**config.mk**
```make
export PLATFORM = sky130hd
export DESIGN_NAME = register_file
export DESIGN_NICKNAME = d
export VERILOG_FILES = /design/src/rtl/register_file_pkg.sv /design/src/rtl/register_file_rf_alu.sv /design/src/rtl/register_file.sv
export SDC_FILE = /design/constraint.sdc
export NUM_CORES = 1
export LEC_CHECK = 0
export ABC_AREA = 1
export CORE_ASPECT_RATIO = 1.4
export CORE_MARGIN = 2
export CORE_UTILIZATION = 25
export CTS_CLUSTER_DIAMETER = 80
export CTS_CLUSTER_SIZE = 28
export DETAILED_ROUTE_END_ITERATION = 8
export PLACE_DENSITY_LB_ADDON = 0.2
export SLEW_MARGIN = 20
export SYNTH_ARGS = -nofsm -noshare
export SYNTH_HDL_FRONTEND = slang
export SYNTH_HIERARCHICAL = 1
export SYNTH_SLANG_ARGS = --single-unit
export TNS_END_PERCENT = 30
```
**constraint.sdc**
```tcl
create_clock -name clock -period 3 [get_ports clock]
set_clock_uncertainty 0.05 [all_clocks]
set_input_delay 0.3 -clock clock [delete_from_list [all_inputs] [get_ports clock]]
set_output_delay 0.3 -clock clock [all_outputs]
set_load 0.005 [all_outputs]
```
**src/rtl/register_file_pkg.sv**
```systemverilog
// Shared types for the register bank: write-port operation encoding.
package register_file_pkg;

   typedef enum logic [1:0] {
      RF_LOAD = 2'b00,
      RF_ADD  = 2'b01,
      RF_SHL  = 2'b10,
      RF_CLR  = 2'b11
   } rf_op_t;

endpackage

```
**src/rtl/register_file_rf_alu.sv**
```systemverilog
// Write-port operation unit: computes the post-op register value and carry
// for the addressed register, purely combinational.
module rf_alu
   import register_file_pkg::*;
#(
   parameter int                    DATA_WIDTH  = 11,
   parameter logic [DATA_WIDTH-1:0] RESET_VALUE = '0
) (
   input  logic [DATA_WIDTH-1:0] r,
   input  logic [DATA_WIDTH-1:0] d,
   input  rf_op_t                op,
   output logic [DATA_WIDTH-1:0] next_r,
   output logic                  next_carry,
   output logic                  carry_en
);

   logic [DATA_WIDTH:0] sum;

   assign sum = {1'b0, r} + {1'b0, d};

   always_comb begin
      next_r     = r;
      next_carry = 1'b0;
      carry_en   = 1'b0;
      case (op)
         RF_LOAD: next_r = d;
         RF_ADD: begin
            next_r     = sum[DATA_WIDTH-1:0];
            next_carry = sum[DATA_WIDTH];
            carry_en   = 1'b1;
         end
         RF_SHL: begin
            next_r     = {r[DATA_WIDTH-2:0], 1'b0};
            next_carry = r[DATA_WIDTH-1];
            carry_en   = 1'b1;
         end
         RF_CLR: next_r = RESET_VALUE;
         default: next_r = r;
      endcase
   end

endmodule

```
**src/rtl/register_file.sv**
```systemverilog
// Datapath register bank: one read-modify-write port, two registered read
// ports with write-first bypass, per-register valid bits and a carry flag.
module register_file
   import register_file_pkg::*;
#(
   parameter int                    DATA_WIDTH  = 11,
   parameter int                    REG_COUNT   = 8,
   parameter int                    ADDR_WIDTH  = $clog2(REG_COUNT),
   parameter logic [DATA_WIDTH-1:0] RESET_VALUE = '0
) (
   input  logic                  clock,
   input  logic                  rf_reset_n,
   input  logic                  rf_clear,
   input  logic                  rf_wr,
   input  logic [1:0]            rf_op,
   input  logic [ADDR_WIDTH-1:0] rf_wr_addr,
   input  logic [DATA_WIDTH-1:0] rf_wr_data,
   input  logic [ADDR_WIDTH-1:0] rf_rd_addr_a,
   output logic [DATA_WIDTH-1:0] rf_rd_data_a,
   input  logic [ADDR_WIDTH-1:0] rf_rd_addr_b,
   output logic [DATA_WIDTH-1:0] rf_rd_data_b,
   output logic [REG_COUNT-1:0]  rf_valid,
   output logic                  rf_carry
);

   localparam logic [ADDR_WIDTH:0] REG_LIMIT = REG_COUNT[ADDR_WIDTH:0];

   logic [DATA_WIDTH-1:0] regs      [REG_COUNT];
   logic [DATA_WIDTH-1:0] regs_next [REG_COUNT];
   logic [REG_COUNT-1:0]  valid_next;
   logic                  carry_next;
   logic [DATA_WIDTH-1:0] rd_a_next;
   logic [DATA_WIDTH-1:0] rd_b_next;
   logic                  wr_hit;
   logic [DATA_WIDTH-1:0] cur_r;
   logic [DATA_WIDTH-1:0] alu_r;
   logic                  alu_carry;
   logic                  alu_carry_en;
   rf_op_t                op;

   function automatic logic in_range(input logic [ADDR_WIDTH-1:0] a);
      return {1'b0, a} < REG_LIMIT;
   endfunction

   assign op = rf_op_t'(rf_op);

   always_comb begin
      wr_hit = rf_wr && in_range(rf_wr_addr);
      cur_r  = RESET_VALUE;
      if (wr_hit)
         cur_r = regs[rf_wr_addr];
   end

   rf_alu #(
      .DATA_WIDTH  (DATA_WIDTH),
      .RESET_VALUE (RESET_VALUE)
   ) u_alu (
      .r          (cur_r),
      .d          (rf_wr_data),
      .op         (op),
      .next_r     (alu_r),
      .next_carry (alu_carry),
      .carry_en   (alu_carry_en)
   );

   // Clear wins over the write port; reads see the post-write bank (bypass).
   always_comb begin
      regs_next  = regs;
      valid_next = rf_valid;
      carry_next = rf_carry;
      if (rf_clear) begin
         for (int i = 0; i < REG_COUNT; i++)
            regs_next[i] = RESET_VALUE;
         valid_next = '0;
         carry_next = 1'b0;
      end else if (wr_hit) begin
         regs_next[rf_wr_addr]  = alu_r;
         valid_next[rf_wr_addr] = (op != RF_CLR);
         if (alu_carry_en)
            carry_next = alu_carry;
      end
   end

   always_comb begin
      rd_a_next = RESET_VALUE;
      rd_b_next = RESET_VALUE;
      if (in_range(rf_rd_addr_a))
         rd_a_next = regs_next[rf_rd_addr_a];
      if (in_range(rf_rd_addr_b))
         rd_b_next = regs_next[rf_rd_addr_b];
   end

   always_ff @(posedge clock or negedge rf_reset_n) begin
      if (!rf_reset_n) begin
         for (int i = 0; i < REG_COUNT; i++)
            regs[i] <= RESET_VALUE;
         rf_valid     <= '0;
         rf_carry     <= 1'b0;
         rf_rd_data_a <= RESET_VALUE;
         rf_rd_data_b <= RESET_VALUE;
      end else begin
         regs         <= regs_next;
         rf_valid     <= valid_next;
         rf_carry     <= carry_next;
         rf_rd_data_a <= rd_a_next;
         rf_rd_data_b <= rd_b_next;
      end
   end

endmodule
```
# Yosys cells after proc, flatten, opt, wreduce, memory -nomap -nowiden
# Cells that the tools add are included.
# W data, S select, Z words.
# classes
muxes	26
n_bitwise	3
eq_ne	4
magnitude_cmp	6
reduce_logical	7
n_addsub	1
# op_table
operator	n
$mux W88	2
$bmux W11 S3	3
$bwmux W88	1
$mux W11	8
$pmux W11 S4	1
$demux W11 S3	1
$mux W8	2
$add A11 B11 Y12	1
$ge A4 B4 Y1 const B	3
$not A3 Y4	3
$bwmux W8	1
$mux W1	5
$eq A2 B2 Y1 const B	2
$lt A3 B4 Y1 const B	1
$lt A4 B1 Y1 const B	1
$reduce_bool A2 Y1	2
$demux W1 S3	1
$ge A3 B1 Y1 const B	1
$eq A2 B1 Y1 const B	1
$logic_and A1 B1 Y1	2
$logic_not A2 Y1	1
$ne A2 B2 Y1 const B	1
$pmux W1 S2	1
$reduce_and A2 Y1	1
$reduce_or A2 Y1	1
# word_totals
elab_cells	59
out_inout_bits	31
regBits	119
input_bits	26

# Longest topological paths before layout
# depth
ltp_word	13
ltp_mapped	26
mapped_depth_nobuf	25

# Cells and area by module
# Netlist, hierarchy kept.
# modules_own_cells
mod	cells_each	n_inst	area_per_inst_um2
register_file	1200	1	7712.4
rf_alu	163	1	859.6

# Worst setup path before layout
# No wires, ideal clock.
# synth_timing
kind	input to register
start	input port rf_wr_addr[0]
end	register rf_rd_data_b[8]
t_arrival_ns	2.909
path_stages	23
setup_slack_ns	-0.076
n_path_buf	2
cell_sequence	clkbuf_1 > clkbuf_1 > o211ai_1 > a31oi_1 > ha_1 > inv_1 > fa_1 > inv_1 > nand3_1 > nand3_1 > nand2_1 > nand2_1 > nand2_1 > nand3_1 > a21oi_1 > inv_1 > nand3_1 > nand3_1 > nand2_1 > nand3_1 > nand2_1 > nand2_1 > nand2_1
# synth_between
elab_chain_len	13
# synth_lines
item	line_no	rtl
start, declared	register_file.sv:16	input logic [ADDR_WIDTH-1:0] rf_wr_addr,
$not A3 Y4 (implied by the code)	register_file.sv:51	cur_r = regs[rf_wr_addr];
$bmux W11 S3	register_file.sv:51	
$mux W11 (implied by the code) (2 in series)	register_file.sv:51	
$mux W11	register_file.sv:50	if (wr_hit)
named net cur_r[0]	register_file.sv:35	logic [DATA_WIDTH-1:0] cur_r;
$add A11 B11 Y12	register_file_rf_alu.sv:19	assign sum = {1'b0, r} + {1'b0, d};
$pmux W11 S4	register_file_rf_alu.sv:25	case (op)
named net alu_r[8]	register_file.sv:36	logic [DATA_WIDTH-1:0] alu_r;
$bwmux W88	register_file.sv:77	regs_next[rf_wr_addr] = alu_r;
$mux W88	register_file.sv:76	end else if (wr_hit) begin
$mux W88	register_file.sv:71	if (rf_clear) begin
$bmux W11 S3	register_file.sv:90	rd_b_next = regs_next[rf_rd_addr_b];
$mux W11 (implied by the code) (2 in series)	register_file.sv:90	
named net rd_b_next[8]	register_file.sv:33	logic [DATA_WIDTH-1:0] rd_b_next;
end signal, assigned	register_file.sv:106	rf_rd_data_b <= rd_b_next;
end, declared	register_file.sv:21	output logic [DATA_WIDTH-1:0] rf_rd_data_b,
# The timed path passes the listed nets, and every way through them passes these cells. The select of a mux whose other input is x is not followed.
# A chain may end at the register's enable or synchronous reset.

# Worst setup path in the final report
# layout_timing
start	register regs[82] (netlist bit)
end	register rf_rd_data_a[9]
# layout_between
elab_chain_len	12
# layout_lines
item	line_no	rtl
start, declared	register_file.sv:28	logic [DATA_WIDTH-1:0] regs [REG_COUNT];
start signal, assigned	register_file.sv:102	regs <= regs_next;
$bmux W11 S3	register_file.sv:51	
$mux W11 (implied by the code) (2 in series)	register_file.sv:51	
$mux W11	register_file.sv:50	
named net cur_r[5]	register_file.sv:35	
$add A11 B11 Y12	register_file_rf_alu.sv:19	
$pmux W11 S4	register_file_rf_alu.sv:25	
named net alu_r[9]	register_file.sv:36	
$bwmux W88	register_file.sv:77	
$mux W88	register_file.sv:76	
$mux W88	register_file.sv:71	
$bmux W11 S3	register_file.sv:88	rd_a_next = regs_next[rf_rd_addr_a];
$mux W11 (implied by the code) (2 in series)	register_file.sv:88	
named net rd_a_next[9]	register_file.sv:32	logic [DATA_WIDTH-1:0] rd_a_next;
end signal, assigned	register_file.sv:105	rf_rd_data_a <= rd_a_next;
end, declared	register_file.sv:19	output logic [DATA_WIDTH-1:0] rf_rd_data_a,
# The timed path passes the listed nets, and every way through them passes these cells. The select of a mux whose other input is x is not followed.

==> results.py <==
metrics = {
    "synth": {
        "synth_nets": 1404,
        "yosysUniqueCellTypes": 30,
        "syn_area_um2": 8570,
        "netlist_instances": 1363,
        "yosysWarnings": 6,
        "ys_ff_latch": 119,
        "avgSynthCellArea_um2": 6.29,
        "ys_seq_area_frac": 0.347,
    },
    "sta": {
        "finalCritPeriodShare": 1.10,
        "grt_setup_unrepaired": "true",
        "holdWs_ps": 345,
        "worst_pin_slew_ps": 1050,
        "max_slew_margin": 0.297,
        "setup_slack_ps": -289,
        "setup_violations": 19,
        "hold_viol": 0,
        "period_needed_ps": 3290,
        "max_freq_mhz": 304,
        "drv_slew": 0,
    },
    "global_routing": {
        "grt.total_usage": 0.217,
        "grt_pass1_vias": 9887,
        "grt_remaining_overflow": 0,
        "grt_pass1_wl_um": 58600,
        "grt_max_degree": 98,
        "antenna_found_initial": 0,
    },
    "setup_path": {
        "startpoint_type": "flip-flop",
        "crit_arrival_ps": 3610,
        "worstSetupPathType": "flip-flop to flip-flop",
        "crit_fanout": 5,
        "worstPathRequired_ps": 3320,
        "endpoint_kind": "flip-flop",
    },
    "finish": {
        "fin_cells": 2017,
        "nFillCells": 3555,
        "num_antenna_cells": 0,
        "ff_latch_area_um2": 2980,
        "layout_common_cells": "nand2_1 (457), nand3_1 (204), inv_1 (204), buf_4 (161), dfrtp_1 (119)",
        "drive_above_1_share": 0.242,
        "fin_util": 0.362,
        "final_common_cell": "nand2_1",
        "layout.nets": 1594,
        "area_growth_pct": 43.3,
        "multiInputGateArea_um2": 4950,
    },
    "place": {
        "hpwl_um": 26700,
        "placed_cells": 1969,
        "numPortBuffers": 56,
        "dp_slack_ps": -1460,
        "gp_congestion": 0.867,
    },
    "flow_run": {
        "drv_cap": 0,
    },
    "clocking": {
        "clock_latency_ps": 440,
        "cts.sinks": 119,
        "numCtsBuffers": 17,
        "clkSlewWorstSetupHoldPaths_ps": 60,
        "cts_root_buf": "clkbuf_16",
        "clockBufferDepth": 2,
        "htree_levels": 4,
        "cts_tree": "yes",
    },
    "power_and_ir_drop": {
        "powerDensity_nw_per_um2": 407,
        "ir_drop_v": 0.000248,
        "leakage_nw": 6.94,
        "finalPower_w": 0.00500,
    },
    "route": {
        "vias": 9672,
        "wl_per_cell_um": 19.0,
        "totalWireLength_um": 38300,
        "drtIter0Drc": 702,
        "dr.pass1.iters": 5,
        "drc_errors": 0,
        "viasPerCell": 4.80,
        "drtAntennaViolNets": 0,
    },
    "status": {
        "violations": "setup timing",
        "outcome": "complete, but fails checks",
    },
    "floorplan": {
        "fp.dieArea_um2": 35800,
        "die_y_um": 223,
        "ios": 57,
        "initial_core_util": 0.253,
        "core_um2": 33900,
        "fp-row-count": 80,
        "die_x_um": 160,
    },
    "worst_hold_path": {
        "hp-class": "input pin to asynchronous set/reset pin",
    },
}
-- repair_timing --
| action | in CTS | in global routing |
|---|---|---|
| pin swaps | 50 | 41 |
| gates resized for setup | 104 | 80 |
| gates cloned | 1 | 0 |
| hold endpoints to repair | 36 | 0 |
| buffers inserted | 11 | 4 |
| hold buffers | 1 | 0 |
| endpoints found under the setup margin | 102 | 70 |
-- kinds of logic (layout without fill, tap and decap cells) --
kind of cell,Yosys count,after routing,share of synthesized area
compound gates,109,109,0.0756
fa+ha+maj,15,15,0.0228
buf+inv,312,515,0.148
flops,119,119,0.347
simple gates,808,808,0.406
-- sequential cells by signal (all words and copies together) (netlist names) --
register	cells
regs	88
rf_rd_data_b	11
rf_rd_data_a	11
rf_valid	8
rf_carry	1
-- per-layer routing --
metal | vias to the layer above | global-route usage | wire length, um
met5 | - | 0 | 0
met4 | 0 | 0.160 | 2890
met3 | 99 | 0.0309 | 1300
met2 | 272 | 0.389 | 19500
met1 | 4669 | 0.232 | 14600
li1 | 4632 | - | -
-- worst max-delay path, cell delays in order, from the launching register on --
cell and delay [ps]:
dfrtp_1 380, o211ai_1 510, a31oi_4 200, ha_4 340
nand2_2 80, nor2_2 100, nand3_1 100, nand4_1 120
nand3_2 100, a21oi_2 140, buf_6 130, clkinvlp_4 180
buf_6 190, nand3_2 70, nand3_2 90, nand2_1 100
nand3_1 70, nand2_1 90, nand2_2 70, nand2_2 90
-- synthesized netlist by cell type --
master    instances  area share
nand2_2           5      0.0036
clkinv_1          3      0.0013
a21boi_2          1      0.0013
o21ai_0          31       0.018
nand3_2          11       0.013
dfrtp_1         119        0.35
nand3_1         250        0.15
inv_1           224       0.098
o221ai_1          1      0.0010
buf_1             9      0.0039
o22ai_1          11      0.0080
a31oi_1          13      0.0095
nor2_2            3      0.0022
nor3_1            1     0.00058
nor2_4            2      0.0026
a21oi_1          28       0.016
buf_2            18       0.011
fa_1              1      0.0023
or2_2             3      0.0022
nor2_1           49       0.021
nand3b_1          4      0.0035
inv_2             3      0.0013
nand2_1         478        0.21
o211ai_1         22       0.019
clkbuf_1         39       0.017
nand4_1           2      0.0015
ha_1             14       0.020
buf_4            11      0.0096
buf_6             5      0.0066
a21oi_2           2      0.0020
-- layout make-up --
cell class | count | share of cell area
multi-input cells | 932 | 0.403
flip-flops and latches | 119 | 0.242
repair buffers | 253 | 0.193
inverters | 230 | 0.0714
well taps | 451 | 0.0459
clock buffers | 25 | 0.0411
clock inverters | 7 | 0.00356
-- path summary, 6_finish.rpt --
path | startpoint | to | slack, ps | depth (start not counted)
setup / recovery | regs[82] | rf_rd_data_a[9] | -290 | 19
hold / removal | rf_reset_n | regs[10] | 350 | 2
setup reg to reg | regs[82] | rf_rd_data_a[9] | -290 | 19
hold reg to reg | rf_valid[1] | rf_valid[1] | 460 | 2
max in group asynchronous | rf_reset_n | rf_carry | 1880 | 3
min in group clock | rf_wr_addr[2] | rf_valid[7] | 380 | 5
-- power by group --
group          switching (W)  internal (W)  leakage, nW  total (W)
Clock               0.000790       0.00116        0.269    0.00195
Sequential         0.0000419       0.00168         1.62    0.00172
Combinational       0.000786      0.000546         5.05    0.00133
Total                0.00162       0.00338         6.94    0.00500
-- per-stage QoR --
| step | TNS, ps | cell area [um^2] |
|---|---|---|
| after floorplan | 0 | 8580 |
| after global routing | -7020 | 12300 |
| after global placement | -103830 | 10900 |
| after CTS | -2680 | 11900 |
| final | -1950 | 12300 |
| after detailed placement | -102390 | 10900 |
No activity file was read; power rests on OpenSTA's default activity.
